==> src/rtl/ntt_addr_map.sv <==
// Conflict-free bank/row and twiddle address mapper for the NTT datapath,
// with a fixed-latency write-address delay line.
module ntt_addr_map #(
  parameter int WR_LAT = 13
) (
  input  logic       clk,
  input  logic       rst,
  input  logic       ren,
  input  logic       sel,
  input  logic [7:0] k,
  input  logic [7:0] j,
  input  logic [2:0] p,
  output logic [1:0] rd_bank,
  output logic [5:0] rd_row,
  output logic [7:0] tw_addr,
  output logic       rd_valid,
  output logic [1:0] wr_bank,
  output logic [5:0] wr_row,
  output logic       wr_valid,
  output logic       p_err
);

  typedef struct packed {
    logic       v;
    logic [1:0] bank;
    logic [5:0] row;
  } wr_ent_t;

  logic        p_bad;
  logic [2:0]  pe;
  logic [3:0]  sh;
  logic [15:0] lin;
  logic [7:0]  idx;
  logic [15:0] rot;
  logic [7:0]  addr;
  logic [1:0]  nbank;
  logic [15:0] tws;
  logic [7:0]  tbase;
  logic [7:0]  ntw;

  wr_ent_t pipe [WR_LAT];

  always_comb begin
    p_bad = p > 3'd4;
    pe    = p_bad ? 3'd0 : p;
    sh    = {pe, 1'b0};
    lin   = {8'd0, k} << sh;
    idx   = lin[7:0] | j;
    // rotate by whole base-4 digits keeps the digit sum, hence the bank
    rot   = {idx, idx} << {pe[1:0], 1'b0};
    addr  = rot[15:8];
    nbank = addr[1:0] + addr[3:2]
          + addr[5:4] + addr[7:6];
    tws   = {8'd0, j} << (4'd8 - sh);
    tbase = (pe == 3'd0) ? 8'd0 : tws[7:0];
    ntw   = sel ? (8'd0 - tbase) : tbase;
  end

  always_ff @(posedge clk or negedge rst) begin
    if (!rst) begin
      rd_valid <= 1'b0;
      rd_bank  <= '0;
      rd_row   <= '0;
      tw_addr  <= '0;
      p_err    <= 1'b0;
    end else begin
      rd_valid <= ren;
      if (ren) begin
        rd_bank <= nbank;
        rd_row  <= addr[7:2];
        tw_addr <= ntw;
        if (p_bad) p_err <= 1'b1;
      end
    end
  end

  always_ff @(posedge clk or negedge rst) begin
    if (!rst) begin
      for (int n = 0; n < WR_LAT; n++)
        pipe[n] <= '0;
    end else begin
      pipe[0] <= '{rd_valid, rd_bank, rd_row};
      for (int n = 1; n < WR_LAT; n++)
        pipe[n] <= pipe[n-1];
    end
  end

  assign wr_valid = pipe[WR_LAT-1].v;
  assign wr_bank  = pipe[WR_LAT-1].bank;
  assign wr_row   = pipe[WR_LAT-1].row;

endmodule

==> config.mk <==
export PLATFORM = sky130hd
export DESIGN_NAME = ntt_addr_map
export DESIGN_NICKNAME = d
export VERILOG_FILES = /design/src/rtl/ntt_addr_map.sv
export SDC_FILE = /design/constraint.sdc
export NUM_CORES = 1
export LEC_CHECK = 0
export BUFFER_PORTS_ARGS = -buffer_cell sky130_fd_sc_hd__buf_2
export CAP_MARGIN = 20
export CORE_AREA = 2 2 79 157
export CTS_BUF_LIST = sky130_fd_sc_hd__clkbuf_2
export CTS_CLUSTER_DIAMETER = 200
export DETAILED_ROUTE_END_ITERATION = 8
export DIE_AREA = 0 0 81 159
export GPL_TIMING_DRIVEN = 0
export PLACE_DENSITY_LB_ADDON = 0.1
export SLEW_MARGIN = 20
export SYNTH_ARGS = -nofsm -noshare
export SYNTH_HDL_FRONTEND = slang
export SYNTH_SLANG_ARGS = --single-unit
==> constraint.sdc <==
create_clock -name clk -period 1.12 [get_ports clk]
set_input_delay 0.112 -clock clk [delete_from_list [all_inputs] [get_ports clk]]
set_output_delay 0.112 -clock clk [all_outputs]
set_load 0.02 [all_outputs]
# Word level (Yosys, flattened, before mapping)

Cells that the tools add are included.

Bits in latches: 0
Memory bits (read-only): 0
Register bits: 135
Memory bits (writable): 0
Input bits: 23
Output and inout port bits: 27
Logic and storage cells: 59
Memories kept: 0

Multipliers: 0
Reductions and logical operators: 2
Equal/unequal tests: 0
Multiplexer cells: 3
Div/mod/pow operators: 0
Magnitude comparators: 1
Bitwise logic cells: 1
Shift operators: 3
$add $sub $neg: 5

Operators by type and width:

| operator                                         | number |
|---|---|
| two-way mux 8 bit                                | 2 |
| << shifter 16 x 3 -> 16 bit                      | 1 |
| << shifter 8 x 4 -> 8 bit                        | 2 |
| OR 8 bit                                         | 1 |
| subtractor 1 x 8 -> 8 bit (first input constant) | 1 |
| adder 2 bit                                      | 3 |
| subtractor 4 bit (first input constant)          | 1 |
| > comparator 3 bit (second input constant)       | 1 |
| logical NOT 3 bit                                | 1 |
| two-way mux 3 bit                                | 1 |
| AND reduction 2 bit                              | 1 |

# Depth between registers and ports, before layout

Gate-level depths: netlist of run 1.

Depth after elaboration: 8
Depth in mapped cells: 17
Gate-level depth less buffers: 15

# Worst setup path before layout of run 1

OpenSTA, ideal clock, no wires.

Path kind: input to register
From: input p[2]
To: register rd_bank[1]
Path buffers: 2
Arrival: 2691 ps
Slack: -1696 ps
Setup time: 125 ps
Cell stages on the path: 14
Path through: buf_2 -> buf_2 -> o311ai_1 -> a21oi_1 -> a21o_1 -> o21a_1 -> fa_1 -> inv_1 -> ha_1 -> xnor2_1 -> xnor2_1 -> xnor2_1 -> xnor2_1 -> mux2_4

Longest elaborated chain between the ends: 8

RTL lines:

| item                            | line | source |
|---|---|---|
| start: declaration              | 12   | `input logic [2:0] p,` |
| > comparator 3 bit              | 44   | `p_bad = p > 3'd4;` |
| two-way mux 3 bit (*)           | 45   | `pe = p_bad ? 3'd0 : p;` |
| << shifter 8 x 4 -> 8 bit       | 47   | `lin = {8'd0, k} << sh;` |
| OR 8 bit                        | 48   | `idx = lin[7:0] \| j;` |
| << shifter 16 x 3 -> 16 bit (*) | 50   | `rot = {idx, idx} << {pe[1:0], 1'b0};` |
| adder 2 bit                     | 52   | `nbank = addr[1:0] + addr[3:2]` |
| adder 2 bit                     | 53   | `+ addr[5:4] + addr[7:6];` |
| adder 2 bit (*)                 | 53   |  |
| end signal: assignment          | 69   | `rd_bank <= nbank;` |
| end: declaration                | 13   | `output logic [1:0] rd_bank,` |

Every way passes the cells marked *; elsewhere a longest branch is shown, timed or not.
A chain may end at the register's enable or synchronous reset.

# Final worst setup path of run 1

From: input p[0]
To: register rd_bank[1]

The elaborated chain is that of the path after synthesis.

==> results, run 1 <==
- The via count of the routed design is 2848.
- The setup-violating endpoint count in the final report is 40.
- The critical path arrival is 2.73 ns.
- By area the synthesized netlist is led by dfrtp_1 74%, a21oi_1 2.1%, mux2i_1 2.0%.
- The area enclosed by the die boundary is 0.0129 sq mm.
- The hold violation total from the final report is 48.
- The growth of design area from synthesis to finish is 35.4%.
- The number of iterations in the first detailed-routing pass is 4.
- The worst-case IR drop observed on VDD is 1.04 mV.
- After synthesis, the largest family of logic cells by area is compound AO/OA/AOI/OAI gates.
- The fraction of the cycle the final worst path needs is 1.94.
- The fraction of final layout cells sized beyond drive strength 1 is 0.405.
- The proportion of total power due to net switching is 0.299.
- The CTS buffer count is 17.
- Of the total synthesized cell area, the portion taken by full adders, half adders and majority gates is 0.0153.
- The final routed DRC violation total is 0.
- On the final layout, the worst hold slack is -0.0586 ns.
- The count of placed standard cells in the final layout, fillers left out is about 590.
- Power spread over the standard cell area amounts to ~1800 mW/mm^2.
- The longest clock path from root to sink contains 2 buffers.
- Setup repair after global routing could not meet its margin everywhere.
- Summed over all nets, the switching power comes to 3.35 mW.
- The post-synthesis compound-gate area fraction was 0.0968.
- Summed over all instances, the cell type with the most area after synthesis is dfrtp_1.
- For this run, the total global-route usage over all layers was measured as 0.157.
- The final weighted congestion in routability-driven placement is 0.865.
- The reported leakage power is between 2 and 3 nW.
- The synthesis warning total is 0.
- The type of the most critical hold path is in2async.
- The count of state elements after synthesis is 135.
- The number of nets produced by synthesis is 353.
- The checks that failed: hold timing, setup timing.
- Entering global routing, the biggest net connects ~90 pins.
- The max-slew violation total from the final report was 0.
- The number of filler instances in the final layout is 1039.
- With fillers left out, the area of the finished cells amounts to 0.00621 sq mm.
- After the last flow step, the layout net total stands at 454.
- For this block, the initial DRC count from the detailed router was 140.
- Clock-pin slew was measured on the worst setup and hold paths at around 0.22 ns.
- The number of cell rows is 56.
- The commonest cells after synthesis are 135 x dfrtp_1, 21 x nand2_1, 19 x a21oi_1, 19 x nor2_1, 13 x inv_1.
- The number of buffers inserted by port buffering is 43.
- The required arrival time at the worst endpoint is around 1.7 ns.
- In this run the worst path has a maximum fanout of 10.
- The area share of the largest cell type after synthesis is 0.736.
- The fraction of the yosys area taken by sequential cells is 0.736.
- The number of distinct standard cells referenced by the synthesized netlist is 47.
- The synthesized design contains 0 enable-type register cells.
- The most instantiated flip-flop cell in the synthesis netlist is dfrtp_1.
- The clock reaches the later pin of the worst-skew pair after approximately 0.64 ns.
- TritonCTS built the clock tree.
- Of the total synthesized cell area, the portion taken by AND, OR, NAND and NOR gates is 0.0488.
- The placeable core region is 0.0116 sq mm.
- In the synthesized netlist, the number of instances is 325.
- The post-synthesis share of cell area spent on xor and xnor gates is 0.0172.
- The launching element type of the critical path is a primary input.
- The multiplexer share of the synthesized area is 0.0401.
- The die is between 150 and 200 um tall.
- Buffers inserted to repair hold after CTS numbered 12.
- The CTS sink count is 135.
- The initial antenna violation count is 1.
- The internal power of the cells totals 7.85 mW.
- The first-pass GRT wire length is 15200 um.
- The leftover overflow at the end of global routing is 0.
- The wire length after detailed routing is 9260 um.
- The transition time at the pin with the least slew margin is 0.626 ns.
- The critical path is of the in2reg type.
- After legalization and detailed placement, the total HPWL measured ~5800 um.
- The sequential group share of total power is 0.550.
- In the final routed layout, each cell accounts on average for 15.8 um.
- The average vias per placed instance is 4.87.
- The max-slew headroom at the worst pin is 0.583.
- The post-placement cell area is between 0.005 and 0.006 sq mm.
- Pin placement for this block handled 50 I/O pins.
- The cell sitting at the root of the clock tree is a clkbuf_2.
- The worst clock skew on the final layout is 0.0345 ns.
- The final worst setup slack is -1.05 ns.
- Dividing the synthesized area by the synthesized cell count gives 14.1 sq um.
- The run finished, with violations left.
- The die width is 81 um.
- The multi-input gate area in the final layout is 0.00132 sq mm.
- The clock share of power is 0.265.
- The cell count after placement is 514.
- After synthesis the cells add up to ~0.0046 sq mm.
- For this configuration, the core starts out at a cell density of 0.395.
- The max-cap violation count is 0.
- The number of global-route vias before repair is roughly 3100.
- The fmax is between 0.4 and 0.5 GHz.
- The share of total power dissipated in combinational logic is 0.185.
- Across the whole layout, storage elements account for 0.00338 sq mm.
- Once layout is complete, the utilization of the core stands at 0.534.
- Of all flip-flops after synthesis, the portion carrying an async set or reset was 1.00.
- The final critical delay including setup and external delays is 2.17 ns.
- The most repeated cell in the gate-level netlist after synthesis is dfrtp_1.
- In this run the remaining antenna-violating nets after routing total 0.
- The worst setup path is captured at a flop.
- CTS built an H-tree with a depth of 4.
layout by cell type, fill, tap and decap left out, drive strengths merged, types with 5 or more instances in the layout:
cell type / count
a21oi: 20
a22oi: 5
a31oi: 7
buf: 89
clkbuf: 23
clkinv: 5
dfrtp: 135
dlygate4sd3: 12
inv: 24
mux2: 6
mux2i: 9
nand2: 21
nor2: 20
o21ai: 10
o22ai: 5
xnor2: 8
worst paths after layout:
path,startpoint,slack (ns),to,depth (start not counted)
hold / removal,rst,-0.06,pipe[9],2
hold reg to reg,pipe[113],0.34,pipe[104],0
min in group clk,p[0],0.06,rd_row[3],5
setup / recovery,p[0],-1.05,rd_bank[1],14
max in group asynchronous,rst,0.42,pipe[113],3
setup reg to reg,rd_row[4],0.08,rd_row[4],3
flip-flops by register name, indices dropped and copies added, names as in the netlist:
register and flops:
rd_bank 2, wr_bank 2, pipe 108, wr_row 6, p_err 1, rd_valid 1
tw_addr 8, rd_row 6, wr_valid 1
logic make-up after synthesis:
family          count (synthesis)
flops                         135
compound gates                 66
simple gates                   53
buf+inv                        41
mux                            16
xor+xnor                        9
fa+ha+maj                       5
routing by layer:
layer / global-route usage / up-vias / share of wire
li1: - / 1304 / -
met1: 0.172 / 1447 / 0.37
met2: 0.263 / 74 / 0.54
met3: 0.0374 / 23 / 0.031
met4: 0.101 / 0 / 0.059
met5: 0 / - / 0
metrics by stage:
step / setup WS [ns] / hold slack (ns) / setup TNS (ns) / total power, mW
after floorplan: -1.55 / -0.184 / -11.40 / 7.15
after global placement: -2.10 / 0.235 / -244.63 / 7.66
after detailed placement: -2.13 / 0.0802 / -17.61 / 7.75
after CTS: -0.973 / -0.120 / -11.94 / 11.3
after global routing: -1.08 / -0.120 / -14.20 / 11.9
final: -1.05 / -0.0586 / -11.06 / 11.2
final cells by class:
class	instances	area share
multi-input cells	149	0.212
well taps	145	0.0292
flip-flops and latches	135	0.544
clock inverters	15	0.0282
plain buffers	17	0.0310
diodes	1	0.000403
repair buffers	90	0.128
clock buffers	17	0.0137
inverters	16	0.0133
power groups by stage:
stage                     Sequential [mW]  Combinational (mW)  Clock, mW
final                                6.16                2.07       2.97
after global routing                 6.28                2.24       3.37
after CTS                            6.19                1.96       3.15
after detailed placement             6.27                1.48          0
after global placement               6.21                1.45          0
after floorplan                      6.28               0.870          0
timing repair:
action / 4_1_cts / 5_1_grt
cloned: 0 / 0
pin swaps: 18 / 12
endpoints found under the hold margin: 141 / 48
setup buffers: 25 / 9
gates resized for setup: 88 / 26
endpoints found under the setup margin: 37 / 40
critical path: stages:
cell,delay [ns]
buf_12,0.12
buf_8,0.14
o311ai_4,0.31
a21oi_4,0.11
a21o_1,0.20
o21a_4,0.22
fa_1,0.52
inv_2,0.05
ha_4,0.15
xnor2_2,0.12
xnor2_1,0.18
xnor2_1,0.15
xnor2_1,0.09
mux2_4,0.26
(Power assumes the default switching activity.)
==> inputs of run 2 (changes only) <==
ABC_AREA = 1   (was not set)
CORE_AREA = 2 2 78 155   (was 2 2 79 157)
DIE_AREA = 0 0 80 157   (was 0 0 81 159)
SLEW_MARGIN = not set   (was 20)
==> run 2 against run 1 <==
The flow still finishes with violations (hold timing, setup timing); routed wire length shrank 1.7%; synthesized area shrank 2.1%; flip-flop and latch count is the same; worst setup slack lost 0.095 ns; register-to-register slack gained 0.14 ns; first-iteration DRC count shrank 1.4%.
==> results, run 2 <==
- The largest net degree at the start of global routing is 108.
- Across the VDD grid, the largest voltage drop is about 1.1 mV.
- Fill cells in the final layout number 1025.
- The launching element type of the critical path is a primary input.
- In the post-synthesis netlist, the biggest area contributors are dfrtp_1 75%, nand2_1 6.7%, nand3_1 3.2%.
- The starting utilization of the core area is 0.398.
- Relative to the synthesized area, the layout overhead comes to 32.5%.
- After clock tree synthesis, the clock-pin slew on the worst setup and hold paths is 0.21 ns.
- The worst clock skew on the final layout is 0.0304 ns.
- After technology mapping, the gate count stands at 358.
- Measured in cells, the most critical reg-to-reg path has a length of 2.
- Along the worst hold path, the cell count comes to 1.
- Setup repair after global routing could not meet its margin everywhere.
- In this run the power density over the cells is 1850 mW/mm^2.
- The cell area that synthesis handed to floorplanning was 0.00449 sq mm.
- After detailed routing, the total wire length is 9110 um.
- The number of cell rows is 55.
- The final worst hold slack is -0.346 ns.
- In this run the number of cells on the critical path is 24.
- By count the netlist is led by 135 x dfrtp_1, 80 x nand2_1, 30 x inv_1.
- In the synthesized netlist the async set-or-reset flop fraction comes to 1.00.
- Of the cells placed in the final design, the portion with a size suffix greater than 1 is 0.356.
- The library cells used most frequently in the layout, excluding fill and tap cells, are 135 x dfrtp_1, 69 x nand2_1, 32 x buf_6, 28 x buf_4, 24 x inv_1.
- In this run the clock root is driven by a clkbuf_2.
- The most instantiated flip-flop cell in the synthesis netlist is dfrtp_1.
- The critical-path maximum fanout is 6.
- In this run, synthesis produced a sequential element count of 135.
- The average vias per placed instance is between 4 and 5.
- In the final layout, the registers with the most flip-flops are pipe x108, tw_addr x8.
- The post-placement cell area is ~0.0050 sq mm.
- The met2 routing resource usage after global routing is 0.277.
- The first global-routing pass estimated 14500 um of wire.
- The critical path goes through buf_6, o21ai_4, nand2_4, buf_8, buf_8, o21ai_4, nand3_2, nand3_1, o21ai_2, nand2_1, o21ai_2, fa_1, inv_2, ha_4, xor2_2, inv_1, nand3_1, nand2_1, inv_1, nand2_1, nand2_2, nand2_1, nand3_2, nand2_1.
- At the end of the flow, the number of nets in the layout was 485.
- The register with the most flip-flops in the layout has 108 of them.
- Counting stages on the worst path, the most repeated cell is nand2_1.
- Routability-driven placement finished with a final weighted congestion of ~0.9.
- In this run the static leakage power is 2.88 nW.
- Based on the critical path, the design can be clocked at up to 0.441 GHz.
- The floorplan step defined a die boundary enclosing 0.0126 sq mm.
- The finished layout cell area is 0.00595 sq mm.
- Across all setup checks in the final design, the least slack found is -1.15 ns.
- Measured along the x axis, the die boundary spans 80 um.
- The number of buffers inserted by port buffering is 48.
- Yosys mapped a number of flops with a built-in enable equal to 0.
- The die extent in y is 157 um.
- The setup total negative slack is -12.16 ns.
- The max-slew headroom at the worst pin is 0.572.
- The setup-violating endpoint count in the final report is 38.
- For this run the aggregate overflow at the end of global routing stands at 0.
- Timing analysis after detailed placement gives a worst setup slack of -2.13 ns.
- The HPWL after detailed placement is 6070 um.
- The max-cap violation count is 0.
- For this run, the slowest stage of the critical path takes 0.56 ns.
- The slowest cell on the critical path is fa_1.
- The critical path arrival is approximately 2.8 ns.
- The number of buffers between clock root and the deepest sink is 2.
- The initial antenna violation count was 1.
- Of the post-synthesis cell area, the dominant cell type holds 0.752.
- The launching instance or port of the critical path is p[1].
- The most repeated cell in the gate-level netlist after synthesis is dfrtp_1.
- The share of the Yosys chip area taken by registers is 0.752.
- In this run the most used layer during global routing was met2.
- The netlist uses 32 different library cells.
- The transition time at the pin with the least slew margin is around 0.62 ns.
- The number of global-route vias before repair is between 2000 and 3000.
- The type of the most critical hold path is in2reg.
- The hold violation total from the final report is 35.
- The H-tree generated during clock tree synthesis spans 4 levels.
- The startpoint identified for the worst register-to-register timing path is rd_row[5].
- Total power for the finished layout comes to 11.0 mW.
- The flow ran to the end, but the final reports show violations.
- Dividing the detail-routed wire length by the instance count gives 14.9 um.
- The source-to-sink clock delay at the later pin of the worst-skew pair is roughly 0.65 ns.
- The critical path class is in2reg.
- The count of buffering cells on the critical path with inverters included is 6.
- The fraction of the cycle the final worst path needs is 2.03.
- For this run, the total global-route usage over all layers was measured as 0.160.
- For met1 alone, demand over resource in global routing was 0.157.
- The number of iterations in the first detailed-routing pass is 6.
- The max-slew violation total from the final report was 0.
- The Yosys step of the flow raised 0 warnings.
- After synthesis, the mean cell area works out to 12.6 sq um.
- The cell type with the largest total area after synthesis is dfrtp_1.
- After layout, the minimum clock period comes to 2.27 ns.
- The CTS buffer count is 17.
- For this block, the initial DRC count from the detailed router was 138.
- For this run, global-route usage on met3 was measured as 0.0436.
- The via count of the routed design is 2828.
- The I/O pin count is 50.
- The post-detailed-route count of antenna-violating nets is 0.
- The cell class contributing the biggest share of worst-path delay is simple AND/OR/NAND/NOR gates.
- Counting every net in the synthesized netlist gives 386.
- TritonCTS built the clock tree.
- The checks that failed: hold timing, setup timing.
- The most common cell after layout, fill and taps aside is dfrtp_1.
- The CTS sink count is 135.
- The worst setup path is captured at a flop.
- The final routed DRC violation total is 0.
- The required arrival time at the worst endpoint is 1.66 ns.
- The core region is roughly 0.011 sq mm.
- The startpoint of the tightest hold check path is ren.
- The register with the most flip-flops is pipe.
-- run 2: cell types whose count changed after synthesis, sizes merged, moves of 6 or more --
cell,change
inv,+16
nor2,-8
mux2i,-8
o21ai,+14
nand2,+60
a31oi,-6
buf,-6
nand3,+28
xnor2,-8
mux2,-6
a21oi,-15
-- run 2: logic make-up (layout without fill, tap and decap cells) --
group | Yosys count | in the layout | share of synthesized area
buffers and inverters | 48 | 159 | 0.0518
AOI/OAI and AO/OA | 39 | 39 | 0.0529
adders and majority gates | 5 | 5 | 0.0156
xor gates and xnor gates | 4 | 4 | 0.00779
other | 0 | 1 | 0
DFF | 135 | 135 | 0.752
muxes | 1 | 1 | 0.00223
and+or+nand+nor | 126 | 126 | 0.118
-- run 2: area by class of cell --
cell class | instances | area (sq um) | share of cell area
sequential | 135 | 3380 | 0.567
clock inverter | 13 | 180 | 0.0303
tap | 142 | 178 | 0.0298
buffer | 7 | 60.1 | 0.0101
inverter | 33 | 131 | 0.0221
timing repair buffer | 88 | 788 | 0.132
antenna | 1 | 2.50 | 0.000420
multi-input combinational | 175 | 1140 | 0.192
clock buffer | 18 | 90.1 | 0.0151
-- run 2: layer usage --
| metal | up-vias | routed length (um) |
|---|---|---|
| li1 | 1341 | - |
| met1 | 1393 | 3160 |
| met2 | 71 | 5110 |
| met3 | 23 | 304 |
| met4 | 0 | 532 |
| met5 | - | 0 |
-- run 2: path summary, 6_finish.rpt --
kind	endpoint	slack, ns
setup / recovery	rd_bank[1]	-1.15
min in group asynchronous	wr_row[0]	-0.12
setup reg to reg	rd_row[5]	0.22
max in group asynchronous	pipe[67]	0.45
hold / removal	rd_valid	-0.35
hold reg to reg	wr_bank[1]	0.36
-- run 2: repair_timing --
item                                    CTS  global route
hold buffers                              6             2
setup buffers                            26             5
endpoints found under the setup margin   38            38
pin swaps                                18            14
hold endpoints to repair                152            41
gates resized for setup                  90            21
-- run 2: through the flow --
stage                util  instances
finish              0.527        612
global route        0.527        612
CTS                 0.515        604
detailed placement  0.447        549
global placement    0.444        548
floorplan               -        358
-- run 2: where the power goes --
group	internal, mW	switching, mW
combinational	0.908	1.05
sequential	5.69	0.280
clock	1.46	1.66
total	8.05	2.98
